==> src/rtl/preamble_rate_detector.sv <==
// Recovers the transmitter's clock divider from the toggling training
// preamble. Half-bit run lengths are measured on the synchronized line,
// checked against the first run, averaged with rounding and presented as
// clk_div (average run minus one).
module preamble_rate_detector #(
    parameter int DIV_WIDTH  = 8,
    parameter int MEAS_COUNT = 8,
    parameter int TOL        = 1
) (
    input  logic                 clk,
    input  logic                 rst_n,
    input  logic                 start,
    input  logic                 training,
    output logic [DIV_WIDTH-1:0] clk_div,
    output logic                 done,
    output logic                 error,
    output logic                 busy
);

    localparam int LOG2_MEAS = $clog2(MEAS_COUNT);
    localparam int RUN_W     = DIV_WIDTH + 1;
    localparam int SUM_W     = DIV_WIDTH + 1 + LOG2_MEAS;
    localparam int IDX_W     = $clog2(MEAS_COUNT + 1);

    // Longest legal run is 2^DIV_WIDTH cycles; one cycle more is a timeout.
    localparam logic [RUN_W-1:0] RUN_MAX  = {1'b1, {DIV_WIDTH{1'b0}}};
    localparam logic [RUN_W-1:0] RUN_SAT  = {RUN_W{1'b1}};
    localparam logic [RUN_W-1:0] TOL_RUN  = RUN_W'(TOL);
    localparam logic [SUM_W-1:0] HALF     = SUM_W'(MEAS_COUNT / 2);
    localparam logic [IDX_W-1:0] IDX_LAST = IDX_W'(MEAS_COUNT - 1);

    // Averaging uses a shift, so the run count must be a power of two.
    generate
        if (MEAS_COUNT < 2 || (MEAS_COUNT & (MEAS_COUNT - 1)) != 0) begin : g_bad_meas_count
            $error("preamble_rate_detector: MEAS_COUNT must be a power of 2 and >= 2");
        end
    endgenerate

    typedef enum logic [2:0] {
        S_IDLE,
        S_ARM,
        S_FIRST,
        S_MEAS,
        S_DONE,
        S_ERR
    } state_t;

    state_t               state_reg, state_next;
    logic                 sync1_reg, sync2_reg, line_d_reg;
    logic                 line_edge;
    logic [RUN_W-1:0]     run_cnt_reg;
    logic [RUN_W-1:0]     ref_reg, ref_next;
    logic [SUM_W-1:0]     sum_reg, sum_next;
    logic [IDX_W-1:0]     idx_reg, idx_next;
    logic [DIV_WIDTH-1:0] clk_div_reg, clk_div_next;
    logic [RUN_W-1:0]     run_diff;
    logic                 run_timeout;

    // Two-flop synchronizer plus one delayed copy for edge detection; idles high.
    always_ff @(posedge clk or negedge rst_n) begin
        if (!rst_n) begin
            sync1_reg  <= 1'b1;
            sync2_reg  <= 1'b1;
            line_d_reg <= 1'b1;
        end else begin
            sync1_reg  <= training;
            sync2_reg  <= sync1_reg;
            line_d_reg <= sync2_reg;
        end
    end

    assign line_edge = (sync2_reg != line_d_reg);

    // Run counter: restarts at 1 on every edge, otherwise counts up and saturates.
    always_ff @(posedge clk or negedge rst_n) begin
        if (!rst_n) begin
            run_cnt_reg <= '0;
        end else if (line_edge) begin
            run_cnt_reg <= RUN_W'(1);
        end else if (run_cnt_reg != RUN_SAT) begin
            run_cnt_reg <= run_cnt_reg + RUN_W'(1);
        end
    end

    // The run being closed is the pre-update counter value.
    assign run_diff    = (run_cnt_reg >= ref_reg) ? (run_cnt_reg - ref_reg)
                                                  : (ref_reg - run_cnt_reg);
    assign run_timeout = !line_edge && (run_cnt_reg == RUN_MAX);

    // State and measurement registers.
    always_ff @(posedge clk or negedge rst_n) begin
        if (!rst_n) begin
            state_reg   <= S_IDLE;
            ref_reg     <= '0;
            sum_reg     <= '0;
            idx_reg     <= '0;
            clk_div_reg <= '0;
        end else begin
            state_reg   <= state_next;
            ref_reg     <= ref_next;
            sum_reg     <= sum_next;
            idx_reg     <= idx_next;
            clk_div_reg <= clk_div_next;
        end
    end

    // Next-state and measurement datapath.
    always_comb begin
        state_next   = state_reg;
        ref_next     = ref_reg;
        sum_next     = sum_reg;
        idx_next     = idx_reg;
        clk_div_next = clk_div_reg;
        case (state_reg)
            S_IDLE: begin
                if (start) begin
                    state_next = S_ARM;
                end
            end
            S_ARM: begin
                // A falling edge (line was high, now low) opens the first run.
                if (line_edge && !sync2_reg) begin
                    state_next = S_FIRST;
                end
            end
            S_FIRST: begin
                if (line_edge) begin
                    ref_next   = run_cnt_reg;
                    sum_next   = SUM_W'(run_cnt_reg);
                    idx_next   = IDX_W'(1);
                    state_next = S_MEAS;
                end else if (run_timeout) begin
                    state_next = S_ERR;
                end
            end
            S_MEAS: begin
                if (line_edge) begin
                    if (run_diff > TOL_RUN) begin
                        state_next = S_ERR;
                    end else begin
                        sum_next = sum_reg + SUM_W'(run_cnt_reg);
                        idx_next = idx_reg + IDX_W'(1);
                        if (idx_reg == IDX_LAST) begin
                            state_next = S_DONE;
                        end
                    end
                end else if (run_timeout) begin
                    state_next = S_ERR;
                end
            end
            S_DONE: begin
                // Rounded average run length minus one; average is always >= 1.
                clk_div_next = DIV_WIDTH'(((sum_reg + HALF) >> LOG2_MEAS) - SUM_W'(1));
                state_next   = S_IDLE;
            end
            S_ERR: begin
                state_next = S_IDLE;
            end
            default: begin
                state_next = S_IDLE;
            end
        endcase
    end

    assign clk_div = clk_div_reg;
    assign done    = (state_reg == S_DONE);
    assign error   = (state_reg == S_ERR);
    assign busy    = (state_reg != S_IDLE);

endmodule
==> config.mk <==
export PLATFORM = sky130hd
export DESIGN_NAME = preamble_rate_detector
export DESIGN_NICKNAME = d
export VERILOG_FILES = /design/src/rtl/preamble_rate_detector.sv
export SDC_FILE = /design/constraint.sdc
export NUM_CORES = 1
export LEC_CHECK = 0
export ABC_AREA = 1
export CORE_UTILIZATION = 55
export CTS_BUF_LIST = sky130_fd_sc_hd__clkbuf_8 sky130_fd_sc_hd__clkbuf_16
export DETAILED_ROUTE_END_ITERATION = 6
export PLACE_DENSITY = 0.73
export SLEW_MARGIN = 20
export SYNTH_ARGS = -nofsm -noshare
export SYNTH_HDL_FRONTEND = slang
export SYNTH_SLANG_ARGS = --single-unit
==> constraint.sdc <==
create_clock -name clk -period 3.4 [get_ports clk]
set_input_delay 0.51 -clock clk [delete_from_list [all_inputs] [get_ports clk]]
set_output_delay 0.51 -clock clk [all_outputs]
set_load 0.1 [all_outputs]
### Word level (Yosys, flattened, before mapping)

Cells that the tools add are included.

| word-level totals | value |
|---|---|
| output and inout port bits | 11 |
| input bits | 4 |
| word-level logic and storage cells | 63 |
| register bits | 48 |

| cells by class | value |
|---|---|
| multiplexer cells | 19 |
| reduce and logical (&&, ||, !) cells | 11 |
| $lt $le $gt $ge | 2 |
| equality and inequality tests | 15 |
| add/subtract/negate cells | 7 |

Operator list:

| operator | count |
|---|---|
| 12-bit 2-to-1 mux | 3 |
| 9-bit 2-to-1 mux | 3 |
| 12-bit one-hot mux with 2 select lines | 1 |
| 3-bit 2-to-1 mux | 7 |
| 9-bit subtractor | 2 |
| 12-bit by 9-bit adder with 12-bit output | 1 |
| 4-bit 2-to-1 mux | 3 |
| 3-bit one-hot mux with 4 select lines | 1 |
| 11-bit by 3-bit adder with 11-bit output, second input constant | 1 |
| 2-bit != test, second input constant | 5 |
| 9-bit by 1-bit adder with 9-bit output, second input constant | 1 |
| 9-bit equality test, second input constant | 1 |
| 9-bit greater-or-equal comparator | 1 |
| 9-bit by 1-bit greater-than comparator with 1-bit output, second input constant | 1 |
| 9-bit != test, second input constant | 1 |
| 4-bit one-hot mux with 2 select lines | 1 |
| 8-bit by 1-bit subtractor with 8-bit output, second input constant | 1 |
| 3-bit by 2-bit equality test with 1-bit output, second input constant | 2 |
| 3-bit equality test, second input constant | 2 |
| 4-bit by 1-bit adder with 4-bit output, second input constant | 1 |
| 4-bit by 3-bit equality test with 1-bit output, second input constant | 1 |
| 4-bit != test, second input constant | 1 |
| 4-bit AND reduction | 1 |
| 2-bit nonzero test | 2 |
| 8 further kinds | 10 |

### Depth between registers and ports, before layout

Gate-level depths: netlist of run 1.

| logic depth | value |
|---|---|
| word-level depth | 6 |
| gate-level depth with buffers | 19 |
| mapped depth without buffers | 19 |

### Worst setup path before layout of run 1

Ideal clock, no wire load.

| timing path | value |
|---|---|
| path type | flip-flop to output port |
| from | register state_reg[0] |
| to | output error |
| buffers on the path | 0 |
| arrival time | 2.504 ns |
| path slack | 0.386 ns |
| cell stages (with the launch flop) | 3 |
| data required time | 2.890 ns |
| cell sequence | dfrtp_1 > inv_1 > nor3_1 |

| on the way | value |
|---|---|
| longest elaborated chain between the ends | 1 |

RTL lines:

| what | line | RTL |
|---|---|---|
| from (decl) | 48 | `state_t state_reg, state_next;` |
| from (signal assigned) | 99 | `state_reg <= state_next;` |
| 3-bit equality test | 167 | `assign error = (state_reg == S_ERR);` |
| to (decl) | 16 | `output logic error,` |

Every way passes these cells.

### Worst setup path in the final report of run 1

| timing path | value |
|---|---|
| from | register run_cnt_reg[2] |
| to | register sum_reg[7] |

| on the way | value |
|---|---|
| longest elaborated chain between the ends | 5 |
| elaborated cells on any way between the ends | 11 |
| those cells by class | 3 x add/sub; 2 x order compare; 1 x eq/ne; 4 x mux; 1 x reduce/logical |

RTL lines:

| what | line | RTL |
|---|---|---|
| from (decl) | 51 | `logic [RUN_W-1:0] run_cnt_reg;` |
| from (signal assigned) | 81 | `run_cnt_reg <= run_cnt_reg + RUN_W'(1);` |
| 9-bit subtractor (tied with other cells) | 87 | `: (ref_reg - run_cnt_reg);` |
| 9-bit 2-to-1 mux | 86 | `assign run_diff = (run_cnt_reg >= ref_reg) ? (run_cnt_reg - ref_reg)` |
| 9-bit by 1-bit greater-than comparator with 1-bit output | 138 | `if (run_diff > TOL_RUN) begin` |
| 2-bit != test (no line) | -- |  |
| 4-bit AND reduction (no line) | -- |  |
| to (signal assigned) | 101 | `sum_reg <= sum_next;` |
| to (decl) | 53 | `logic [SUM_W-1:0] sum_reg, sum_next;` |

Several ways; a longest one is shown, not always the timed one. The select of a mux whose other input is x is not followed.
A chain may end at the register's enable or synchronous reset.

==> results of run 1 <==
-- worst max-delay path, cell delays in order (launching register included) --
cell and delay [ns]:
dfrtp_1 0.49, inv_1 0.19, ha_1 0.54, nand2_1 0.09, nand2_1 0.10, inv_1 0.06
nand2_1 0.10, nand2_1 0.09, nand3_1 0.07, nand2_1 0.06, nor2_1 0.15, nand3_1 0.11
nand2_2 0.11, nand2_2 0.06, nand2_4 0.24, inv_1 0.18, nand2_1 0.10, nand2_1 0.05
-- area by class of cell --
cell class | count | area, um2 | share of cell area, %
well taps | 77 | 96.3 | 2.38
multi-input cells | 396 | 2200 | 54.2
repair buffers | 17 | 155 | 3.83
clock buffers | 5 | 68.8 | 1.70
clock inverters | 3 | 46.3 | 1.14
inverters | 82 | 308 | 7.60
flip-flops and latches | 47 | 1180 | 29.1
-- placed cells by master, fill, tap and decap left out, types with 2 or more instances in the layout --
cell | synthesis | final
nand2_1 | 162 | 162
inv_1 | 81 | 81
dfrtp_1 | 44 | 44
o21ai_0 | 37 | 37
nand3_1 | 35 | 35
ha_1 | 33 | 33
nor2_1 | 31 | 31
a21oi_1 | 25 | 25
xor2_1 | 14 | 14
clkdlybuf4s50_1 | 0 | 11
nor3_1 | 9 | 9
o21ai_2 | 6 | 6
buf_4 | 1 | 6
nand4_1 | 5 | 5
clkbuf_8 | 0 | 5
xnor2_1 | 4 | 4
nand2_2 | 4 | 4
nand3b_1 | 4 | 4
o21ai_1 | 4 | 4
or2_2 | 3 | 3
a31oi_1 | 3 | 3
o211ai_1 | 3 | 3
fa_1 | 3 | 3
dfstp_2 | 3 | 3
o21a_1 | 2 | 2
o2111ai_1 | 2 | 2
-- routing by layer --
layer,track usage (%),share of wire (%),wire length [um]
met4,7.86,1.5,128
met1,31.5,46,3970
met3,2.95,2.6,220
met5,0,0,0
met2,47.8,50,4300
-- power by group through the flow --
stage | sequential (mW) | clock (mW) | combinational (mW)
5_1_grt | 0.796 | 0.457 | 2.00
4_1_cts | 0.780 | 0.439 | 1.80
3_3_place_gp | 0.785 | 0 | 1.76
2_1_floorplan | 1.09 | 0 | 1.12
6_report | 0.779 | 0.436 | 1.81
3_5_place_dp | 0.789 | 0 | 1.79
-- kinds of logic after synthesis --
family                   share of synthesized area (%)
AO/OA/AOI/OAI                                     12.7
flip-flops                                        31.6
adder cells (fa/ha/maj)                           12.7
buffers and inverters                             9.46
XOR/XNOR                                          4.23
AND/OR/NAND/NOR                                   29.3
-- how the worst max path moves through the flow --
stage / slack [ns] / start / to
final: 0.50 / run_cnt_reg[2] / sum_reg[7]
after global routing: 0.26 / run_cnt_reg[2] / sum_reg[7]
after CTS: 0.54 / run_cnt_reg[2] / sum_reg[7]
after detailed placement: 0.57 / run_cnt_reg[2] / sum_reg[7]
after global placement: 0.61 / run_cnt_reg[2] / sum_reg[7]
after floorplan: 0.39 / state_reg[0] / error
==> results.sh, run 1 <==
export IMPL_cts_tree="yes"
export IMPL_worstReg2RegEnd="sum_reg[7]"
export IMPL_synth_area_leaders="dfrtp_1 (30%), nand2_1 (16%), ha_1 (11%)"
export IMPL_cts_buffer_depth=2
export IMPL_syn_inst=531
export IMPL_n_antenna_cell=0
export IMPL_die_h_um=84.4
export IMPL_drtIter0Drc=150
export IMPL_power_frac_seq_pct=25.8
export IMPL_drv_slew=0
export IMPL_vias=3439
export IMPL_drive_above_1_share_pct=6.18
export IMPL_numCtsBuffers=5
export IMPL_ios=15
export IMPL_whs_ns=0.199
export IMPL_largest_reg_flops=11
export IMPL_yosysUniqueCellTypes=35
export IMPL_ctsHoldBuffers=0
export IMPL_synth_seq_cells=47
export IMPL_hold_viol_final=0
export IMPL_period_share_pct=85.3
export IMPL_htree_num_levels=2
export IMPL_post_synth_top_count_cell="nand2_1"
export IMPL_dp_cells=619
export IMPL_skew_ns=0.0114
export IMPL_yosys_area_top_type="dfrtp_1"
export IMPL_cts_resized=0
export IMPL_first_global_vias=3352
export IMPL_crit_arrival_ns=3.11
export IMPL_drcViolationCount=0
export IMPL_die_w_um=84.4
export IMPL_instances_no_fill=627
export IMPL_grt_total_usage_pct=25.8
export IMPL_gr_total_overflow=0
export IMPL_dp_final_hpwl_um=6690
export IMPL_cp_start_kind="flop"
export IMPL_wl_per_cell_um=13.7
export IMPL_final_area_um2=4050
export IMPL_ys_flop_type="dfrtp_1"
export IMPL_clkSinkCount=47
export IMPL_cap_violations=0
export IMPL_sw_frac_of_total_pct=52.3
export IMPL_post_cts_setup_buffers=0
export IMPL_synthTopCellsByCount="nand2_1 (162), inv_1 (81), dfrtp_1 (44)"
export IMPL_outcome="complete, no violations"
export IMPL_synthArstFlopShare_pct=100
export IMPL_end_kind="flop"
export IMPL_final_util_pct=62.7
export IMPL_required_ns=3.61
export IMPL_path_class="flop to flop"
export IMPL_placed_cell_area_um2=3930
export IMPL_layout_setup_ws_ns=0.498
export IMPL_powerDensity_nw_per_um2=746
export IMPL_synth_nets=571
export IMPL_grt_pass1_wl_um=14800
export IMPL_nets=589
export IMPL_max_freq_mhz=345
export IMPL_n_fill_cell=617
export IMPL_antenna_found_initial=0
export IMPL_p_int_mw=1.44
export IMPL_dp_slack_ns=0.570
export IMPL_ant_nets=0
export IMPL_insertion_delay_ns=0.31
export IMPL_crit_fanout=25
export IMPL_start_util_pct=57.7
export IMPL_routed_wl_um=8620
export IMPL_cts_root_buf="clkbuf_8"
export IMPL_synth_area_um2=3730
export IMPL_rrSetupSlack_ns=0.50
export IMPL_netlist_area_leader_share_pct=29.5
export IMPL_place_gp_congestion=0.972
export IMPL_rr_startpoint="run_cnt_reg[2]"
export IMPL_yosys_warnings=0
export IMPL_syn_avg_cell_area_um2=7.02
export IMPL_p_comb_share_pct=59.8
export IMPL_fin_crit_ns=2.90
export IMPL_dr_pass1_iters=4
export IMPL_clockPowerShare_pct=14.4
export IMPL_core_area_um2=6460
export IMPL_rsz0062_at_grt="false"
export IMPL_timing_slew_headroom_pct=35.2
export IMPL_power_mw=3.02
export IMPL_port_buffers=14
export IMPL_p_leak_nw=2.07
export IMPL_synth_seq_area_share_pct=31.6
export IMPL_die_area_um2=7110
export IMPL_area_growth_pct=8.62
export IMPL_fin_setup_tns_ns=0
export IMPL_grt_max_degree=48
export IMPL_path_clk_slew_ns=0.10
export IMPL_p_switching_mw=1.58
export IMPL_hp_class="primary input to async pin"
export IMPL_viasPerCell=5.48
export IMPL_num_rows=29
export IMPL_worst_slew_pin_slew_ns=0.968
export IMPL_setup_viol=0
export IMPL_synth_edf_count=0
export IMPL_ir_drop_v=0.000957
export IMPL_ff2ff_path_depth=17
(Power assumes the default switching activity.)
==> run 2: changes to the inputs <==
--- a/config.mk
+++ b/config.mk
@@ -7,3 +7,2 @@
 export LEC_CHECK = 0
-export ABC_AREA = 1
 export CORE_UTILIZATION = 55
==> constraint.sdc (replaced) <==
create_clock -name clk -period 3.4 [get_ports clk]
set_input_delay 0.68 -clock clk [delete_from_list [all_inputs] [get_ports clk]]
set_output_delay 0.68 -clock clk [all_outputs]
set_load 0.1 [all_outputs]
==> run 2 against run 1 <==
  * First-iteration DRC count is 35% higher
  * Utilization is 0.24 points lower
  * Clock power is 2% lower
  * Non-clock buffer count is 10 higher
  * Register-to-register slack worse by 0.33 ns
  * Die area is 3.6% lower
  * Wire length is 7.9% lower
  * Sequential share of layout area is 0.82 points higher
  * Synthesized cell count is 23% lower
  * Critical path depth is 7 lower
  * Via count is 14% lower
==> results.sh, run 2 <==
export IMPL_final_area_um2=3950
export IMPL_crit_arrival_ns=3.43
export IMPL_cts_buffer_depth=2
export IMPL_dp_cells=497
export IMPL_post_synth_top_count_cell="dfrtp_1"
export IMPL_power_mw=2.92
export IMPL_start_util_pct=56.9
export IMPL_cp_start_kind="flop"
export IMPL_nets=467
export IMPL_drive_above_1_share_pct=9.81
export IMPL_ir_drop_v=0.000487
export IMPL_synth_seq_area_share_pct=32.8
export IMPL_cts_resized=0
export IMPL_core_area_um2=6310
export IMPL_met3_usage_pct=4.08
export IMPL_required_ns=3.60
export IMPL_clkSinkCount=47
export IMPL_grtUsageMet2_pct=40.8
export IMPL_grt_pass1_wl_um=13900
export IMPL_max_freq_mhz=309
export IMPL_wl_per_cell_um=15.7
export IMPL_numCtsBuffers=5
export IMPL_grt_total_usage_pct=24.7
export IMPL_hold_viol_final=0
export IMPL_syn_avg_cell_area_um2=8.74
export IMPL_placed_cell_area_um2=3830
export IMPL_dr_pass1_iters=5
export IMPL_yosys_area_top_type="dfrtp_1"
export IMPL_cts_tree="yes"
export IMPL_whs_ns=0.363
export IMPL_synthArstFlopShare_pct=100
export IMPL_synth_nets=451
export IMPL_fin_crit_ns=3.23
export IMPL_insertion_delay_ns=0.31
export IMPL_busiest_layer="met2"
export IMPL_gr_total_overflow=0
export IMPL_setup_viol=0
export IMPL_mostFrequentLayoutCell="dfrtp_1"
export IMPL_hp_class="flop to flop"
export IMPL_grt_util_met1_pct=33.7
export IMPL_area_growth_pct=9.78
export IMPL_ant_nets=0
export IMPL_synth_area_um2=3590
export IMPL_worst_slew_pin_slew_ns=0.968
export IMPL_cp_slowest_cell="dfrtp_1"
export IMPL_dp_final_hpwl_um=6020
export IMPL_path_class="flop to flop"
export IMPL_cts_root_buf="clkbuf_8"
export IMPL_die_area_um2=6860
export IMPL_drtIter0Drc=202
export IMPL_crit_fanout=11
export IMPL_place_gp_congestion=0.892
export IMPL_synth_edf_count=0
export IMPL_htree_num_levels=2
export IMPL_ctsHoldBuffers=0
export IMPL_routed_wl_um=7930
export IMPL_netlist_area_leader_share_pct=30.6
export IMPL_antenna_found_initial=0
export IMPL_die_h_um=82.8
export IMPL_path_common_cell="a211oi_1"
export IMPL_ios=15
export IMPL_n_antenna_cell=0
export IMPL_ys_flop_type="dfrtp_1"
export IMPL_p_leak_nw=1.80
export IMPL_post_cts_setup_buffers=0
export IMPL_synthTopCellsByCount="dfrtp_1 (44), o21ai_0 (41), nand2_1 (39)"
export IMPL_port_buffers=14
export IMPL_vias=2954
export IMPL_drv_slew=0
export IMPL_fin_setup_tns_ns=0
export IMPL_viasPerCell=5.85
export IMPL_first_global_vias=2998
export IMPL_largest_reg_flops=11
export IMPL_crit_chain="ha_1, fa_1, nand2b_1, a211oi_1, a211oi_1, xnor2_1, nor4_2, a32oi_1, o31a_2, mux2_2"
export IMPL_synth_area_leaders="dfrtp_1 (31%), ha_1 (11%), o21ai_0 (5.7%)"
export IMPL_grt_max_degree=32
export IMPL_period_share_pct=95.1
export IMPL_num_rows=29
export IMPL_die_w_um=82.8
export IMPL_drcViolationCount=0
export IMPL_outcome="complete, no violations"
export IMPL_powerDensity_nw_per_um2=740
export IMPL_instances_no_fill=505
export IMPL_rsz0062_at_grt="true"
export IMPL_final_cell_mix="dfrtp_1 (43), o21ai_0 (41), nand2_1 (39), inv_1 (33), ha_1 (33)"
export IMPL_synth_seq_cells=47
export IMPL_yosys_warnings=0
export IMPL_timing_slew_headroom_pct=35.3
export IMPL_end_kind="flop"
export IMPL_syn_inst=411
export IMPL_cap_violations=0
export IMPL_path_clk_slew_ns=0.09
export IMPL_yosysUniqueCellTypes=59
export IMPL_skew_ns=0.00582
export IMPL_critPathMaxStageDelay_ns=0.42
==> run 2: final timing paths <==
kind | slack [ns] | start | end | cells past startpoint
min in group asynchronous | 0.41 | rst_n | ref_reg[6] | 1
max | 0.17 | run_cnt_reg[0] | idx_reg[0] | 10
min reg2reg | 0.36 | sync1_reg | sync2_reg | 0
min | 0.36 | sync1_reg | sync2_reg | 0
max reg2reg | 0.17 | run_cnt_reg[0] | idx_reg[0] | 10
max in group asynchronous | 2.29 | rst_n | sum_reg[2] | 2
==> run 2: cells by family (layout without fill, tap and decap cells) <==
| logic type | Yosys count | in the layout | synth area share [%] |
|---|---|---|---|
| AO/OA/AOI/OAI | 107 | 107 | 18.5 |
| XOR/XNOR | 30 | 30 | 7.31 |
| adder cells (fa/ha/maj) | 36 | 36 | 13.2 |
| buffers and inverters | 51 | 68 | 5.99 |
| flip-flops | 47 | 47 | 32.8 |
| multiplexers | 17 | 17 | 5.22 |
| AND/OR/NAND/NOR | 123 | 123 | 17.0 |
==> run 2: worst max-delay path: cells and delay by family, from the launching register on <==
kind                     cells  cell delay (ns)
adder cells (fa/ha/maj)      2             0.66
multiplexers                 1             0.38
flip-flops                   1             0.42
AND/OR/NAND/NOR              2             0.29
XOR/XNOR                     1             0.22
AO/OA/AOI/OAI                4             1.17
==> run 2: power breakdown <==
part	switching, mW	internal [mW]
combinational	1.08	0.625
sequential	0.110	0.673
clock	0.207	0.222
total	1.40	1.52
==> run 2: final cells by class <==
cell class                 count  area, um2
fill                         542       2370
multi-input combinational    313       2200
sequential                    47       1180
timing repair buffer          27        225
inverter                      33        124
tap                           77       96.3
clock buffer                   5       68.8
clock inverter                 3       46.3
==> run 2: layer usage <==
layer,part of all wire [%],routed length (um)
met4,1.2,97
met5,0,0
met1,47,3740
met3,3.8,298
met2,48,3800
==> run 2: per-stage QoR <==
stage	setup slack, ns	util (%)
6_report	0.165	62.5
4_1_cts	0.146	62.5
3_5_place_dp	0.149	60.6
2_1_floorplan	0.254	-
3_3_place_gp	0.210	60.6
5_1_grt	-0.0276	62.5
==> RTL change 1: new RTL, config.mk and constraints of run 2 <==
Register the inputs `start` and `training` before use. The logic sees them one clock later.
--- a/src/rtl/preamble_rate_detector.sv
+++ b/src/rtl/preamble_rate_detector.sv
@@ -28,6 +28,14 @@
     localparam logic [RUN_W-1:0] TOL_RUN  = RUN_W'(TOL);
     localparam logic [SUM_W-1:0] HALF     = SUM_W'(MEAS_COUNT / 2);
     localparam logic [IDX_W-1:0] IDX_LAST = IDX_W'(MEAS_COUNT - 1);
+
+    logic start_q;
+    logic training_q;
+
+    always_ff @(posedge clk) begin
+        start_q    <= start;
+        training_q <= training;
+    end
 
     // Averaging uses a shift, so the run count must be a power of two.
     generate
@@ -63,7 +71,7 @@
             sync2_reg  <= 1'b1;
             line_d_reg <= 1'b1;
         end else begin
-            sync1_reg  <= training;
+            sync1_reg  <= training_q;
             sync2_reg  <= sync1_reg;
             line_d_reg <= sync2_reg;
         end
@@ -113,7 +121,7 @@
         clk_div_next = clk_div_reg;
         case (state_reg)
             S_IDLE: begin
-                if (start) begin
+                if (start_q) begin
                     state_next = S_ARM;
                 end
             end
Behaviour: not the same (Yosys sat finds a counterexample within 4 cycles, from zero or initial values and one cycle with rst_n low).
==> RTL change 1 against run 2 <==
Worst setup slack better by 29 ps. Area after synthesis is 1.3% higher. Wire length is 5.5% lower. Sequential share of layout area is 0.91 points higher. Power is 3.8% lower. Maximum frequency is 0.90% higher. Sequential cell count is 2 higher. Highest routed layer unchanged. Design area is 0.35% higher. Clock power is 18% lower. Worst hold slack worse by 58 ps. Largest power group unchanged. Sequential power is 2% higher. Final cell count is 0.79% lower. Critical endpoint is now sum_reg[4].
==> RTL change 1: results (changes against run 2) <==
Logic synthesis
  • Sequential element share of the synthesized area: 33.52% (+0.68 points)
  • Netlist cell types: 58 (-1.7%)
  • Ys async rst share: 95.92% (-4.1 points)
  • Commonest cells post-synth: dfrtp_1, nand2_1, o21ai_0
  • Syn_nets: 448 (-0.67%)
  • Mux share of post-synthesis cell area: 5.569% (+0.35 points)
  • Largest cells by area after synthesis: dfrtp_1, ha_1, o21ai_0
  • Largest family of logic cells by synthesized area: simple AND/OR/NAND/NOR gates
  • Adder-cell share of the synthesized area: 12.99% (-0.17 points)
  • Xor/xnor cell area share of the yosys netlist: 6.016% (-1.3 points)
  • Synth Area in Compound Gates: 17.26% (-1.2 points)
  • Synthesis Warnings: 0 (unchanged)

Critical path
  • CP Max Fanout: 14 (+3)
  • Arr. time, crit path: 3400 ps (-30 ps)

Global route
  • GRT Util Overall: 23.62% (-1.1 points)
  • Global routing usage on met1: 34.21% (+0.55 points)
  • Met2 Use GR: 37.18% (-3.6 points)
  • GR Layer Usage met3: 3.280% (-0.80 points)
  • Largest net degree at the start of global routing: 48 (+50%)
  • Vias in the first global route: 2,699 (-10%)
  • First-pass GRT wire length: 13,090 µm (-6.1%)

Pwr
  • Total leakage power: 1.852 nW (+3.0%)
  • Maximum vdd drop: 0.6998 mV (+44%)

Final layout
  • Clock-cell share: 2.181% (-0.74 points)
  • Area occupied by registers: 0.001221 mm² (+3.4%)
  • Seq cells: 49 (+4.3%)
  • Buffers, non-clock: 23 (-15%)
  • Fill count: 551 (+1.7%)
  • Signal buf overhead: 5.057% (-0.65 points)
  • Multi-input gate count: 311 (-0.64%)
  • Layout cells sized above 1: 10.61% (+0.80 points)

STA
  • Worst-margin pin slew: 977.1 ps (+9.558 ps)
  • Clk_skew: 8.729 ps (+2.908 ps)

Run status
  • Status: completed

Placement
  • Gpl congestion: 1.020 (+14%)
  • HPWL after DPL: 5732 µm (-4.8%)

Drt
  • Drt first-iter violations: 188 (-6.9%)
  • DRT Pass-1 Iters: 4 (-1)
  • Vias post-DR: 2,883 (-2.4%)
-- RTL change 1: layer usage --
layer	part of all wire [%]	wire (µm)
met1	49	3707
met2	44	3302
met3	4.9	370
met4	1.5	116
met5	0	0
-- RTL change 1: path summary, 6_finish.rpt --
path / from / to / slack [ps] / cells after the start
min in group asynchronous: rst_n / clk_div[2] / 370 / 1
max in group asynchronous: rst_n / run_cnt_reg[0] / 2590 / 1
worst min register to register: training_q / sync1_reg / 300 / 0
worst max-delay path: run_cnt_reg[1] / sum_reg[4] / 190 / 10
worst min-delay path: training_q / sync1_reg / 300 / 0
worst max register to register: run_cnt_reg[1] / sum_reg[4] / 190 / 10
-- RTL change 1: timing repair --
| action | CTS | global route |
|---|---|---|
| resized for setup | 0 | 3 |
| endpoints found under the setup margin | 0 | 13 |
| hold buffers | 0 | 0 |
-- RTL change 1: power by group through the flow --
| stage | registers [mW] | clock network, mW | logic, mW |
|---|---|---|---|
| detailed placement | 0.813 | 0 | 1.63 |
| CTS | 0.803 | 0.359 | 1.63 |
| finish | 0.802 | 0.351 | 1.66 |
| floorplan | 1.10 | 0 | 1.01 |
| global route | 0.822 | 0.381 | 1.82 |
| global placement | 0.809 | 0 | 1.60 |
-- RTL change 1: through the flow --
step	power, mW	instances	setup slack, ps	area, µm²	hold WS, ps
after global routing	3.022	501	32.78	3959	317.3
after CTS	2.796	501	115.6	3941	305.6
after floorplan	2.116	408	530.2	3645	283.9
after global placement	2.412	493	214.4	3855	292.6
after detailed placement	2.442	493	131.0	3855	288.3
final	2.808	501	194.1	3959	304.4
-- RTL change 1: critical path: stages (launching register included) --
cell,delay [ps]
dfrtp_1,530
inv_1,200
fa_1,470
nand2b_1,150
a21oi_1,240
a221oi_1,160
mux2_2,280
o221a_2,300
o211ai_4,190
nand2_4,220
mux2_4,340
==> RTL change 2: new RTL, config.mk and constraints of run 2 <==
Without the edit above. Change the parameter `MEAS_COUNT` from 8 to 4.
--- a/src/rtl/preamble_rate_detector.sv
+++ b/src/rtl/preamble_rate_detector.sv
@@ -4,7 +4,7 @@
 // clk_div (average run minus one).
 module preamble_rate_detector #(
     parameter int DIV_WIDTH  = 8,
-    parameter int MEAS_COUNT = 8,
+    parameter int MEAS_COUNT = 4,
     parameter int TOL        = 1
 ) (
     input  logic                 clk,
Behaviour: not the same (Yosys sat finds a counterexample within 10 cycles, from zero or initial values and one cycle with rst_n low).
==> RTL change 2 against run 2 <==
Sequential share of layout area fell by 1.5 points. Largest power group unchanged. Worst hold slack gained 0.50 ps. Power increased by 3.4%. First-iteration DRC count grew 7.4%. Sequential cell count down 2. Design area is 0.63% higher. Via count up 2.1%. Area after synthesis down 1.5%. Clock power fell by 7.0%. Critical endpoint is now sum_reg[2]. Worst setup slack worse by 73 ps. Wire length rose by 0.50%. Highest routed layer unchanged.
==> RTL change 2: results (changes against run 2) <==
Placement
  • Pre-CTS setup slack: 82.78 ps (-66.06 ps)
  • Gpl congestion: 0.8962 (+0.45%)
  • HPWL after DPL: 6160 µm (+2.3%)

Logic synthesis
  • Ys async rst share: 100.0% (unchanged)
  • Largest cells by area after synthesis: dfrtp_1, ha_1, o21ai_0
  • Netlist cell types: 56 (-5.1%)
  • Top FF cell, synth: dfrtp_1
  • Synthesis Warnings: 0 (unchanged)
  • Sequential element share of the synthesized area: 31.91% (-0.93 points)
  • Commonest cells post-synth: nand2_1, dfrtp_1, o21ai_0
  • Syn_nets: 452 (+0.22%)

Final layout
  • Layout cells sized above 1: 11.62% (+1.8 points)
  • Ant diodes: 0 (unchanged)
  • Fill count: 520 (-4.1%)
  • NumNets Final: 479 (+2.6%)
  • Max reg flops: 10 (-1)

Critical path
  • Arr. time, crit path: 3490 ps (+60 ps)
  • CP Max Fanout: 13 (+2)
  • CP max-delay cell: or3_1
  • FF-to-FF setup slack: 90 ps (-70 ps)
  • Worst stage delay on the critical path: 490 ps (+70 ps)

Worst hold path
  • Hold Crit Class: flop to flop

Global route
  • GRT Util Overall: 25.52% (+0.81 points)
  • Antenna violations before repair: 0 (unchanged)
  • First-pass GRT wire length: 13,120 µm (-5.8%)
  • Largest net degree at the start of global routing: 46 (+44%)
  • Vias in the first global route: 2,717 (-9.4%)

Drt
  • Drt first-iter violations: 217 (+7.4%)
  • Vias post-DR: 3,015 (+2.1%)
  • Drt wl/cell: 15.51 µm (-1.3%)

Run status
  • Status: completed

Pwr
  • Total leakage power: 1.772 nW (-1.4%)
  • Maximum vdd drop: 0.6721 mV (+38%)
  • Net switching power: 1.455 mW (+3.9%)
  • Clock power share: 13.2% (-1.5 points)

STA
  • Final Cycle Share: 97.28% (+2.1 points)
  • Clk_skew: 6.739 ps (+0.9182 ps)
  • Worst-margin pin slew: 963.9 ps (-3.632 ps)

Clocking
  • Number of buffers created by CTS: 5 (unchanged)
  • Max Root-Sink Buffers: 2 (unchanged)
  • H-tree depth: 2 (unchanged)
==> RTL change 2: path summary, 6_finish.rpt <==
check,start,end,cells after the start
worst min register to register,sync1_reg,sync2_reg,0
worst max-delay path,run_cnt_reg[5],sum_reg[2],9
min in group asynchronous,rst_n,ref_reg[7],1
worst min-delay path,sync1_reg,sync2_reg,0
max in group asynchronous,rst_n,ref_reg[0],1
worst max register to register,run_cnt_reg[5],sum_reg[2],9
==> RTL change 2: repair_timing <==
item | 4_1_cts | 5_1_grt
resized for setup | 0 | 1
endpoints found under the setup margin | 0 | 8
setup buffers | 0 | 2
hold endpoints to repair | 0 | 0
hold buffers | 0 | 0
==> RTL change 2: final cells by class <==
class,count,area (µm²),area share (%)
clock buffers,5,68.82,1.733
clock inverters,3,38.79,0.9770
inverters,34,127.6,3.215
multi-input cells,316,2216,55.81
flip-flops and latches,45,1130,28.46
well taps,75,93.84,2.364
repair buffers,36,295.3,7.438
==> RTL change 2: routing by layer <==
metal / share of wire [%] / GRT usage [%]
met1: 51 / 37.66
met2: 43 / 39.50
met3: 3.8 / 3.297
met4: 1.5 / 5.789
met5: 0 / 0
==> RTL change 2: cell families (layout without fill, tap and decap cells) <==
logic type	count (synthesis)	after routing	synth area share, %
xor+xnor	27	27	6.678
flops	45	45	31.91
buf+inv	50	78	5.548
fa+ha+maj	37	37	13.71
compound gates	104	104	19.19
mux	16	16	4.771
simple gates	132	132	18.20
==> RTL change 2: stage by stage <==
step | hold WS (ps) | instance area [µm²] | instances
2_1_floorplan | 345.2 | 3541 | 411
3_3_place_gp | 349.6 | 3844 | 504
3_5_place_dp | 350.0 | 3844 | 504
4_1_cts | 365.7 | 3951 | 512
5_1_grt | 367.7 | 3970 | 514
6_report | 363.4 | 3970 | 514
==> RTL change 2: power by group through the flow <==
stage          Clock, mW  Sequential, mW  Combinational (mW)
2_1_floorplan          0            1.05                1.12
3_5_place_dp           0           0.773                1.82
6_report           0.399           0.763                1.86
4_1_cts            0.409           0.762                1.83
3_3_place_gp           0           0.766                1.81
5_1_grt            0.425           0.780                2.03
==> RTL change 2: worst register-to-register path: stages (launching register included) <==
cell,delay (ps)
dfrtp_1,360
inv_1,70
ha_1,460
o21a_1,180
or3_1,310
a2111oi_1,410
o2111ai_1,220
or3_1,490
a31oi_4,330
mux2_2,380
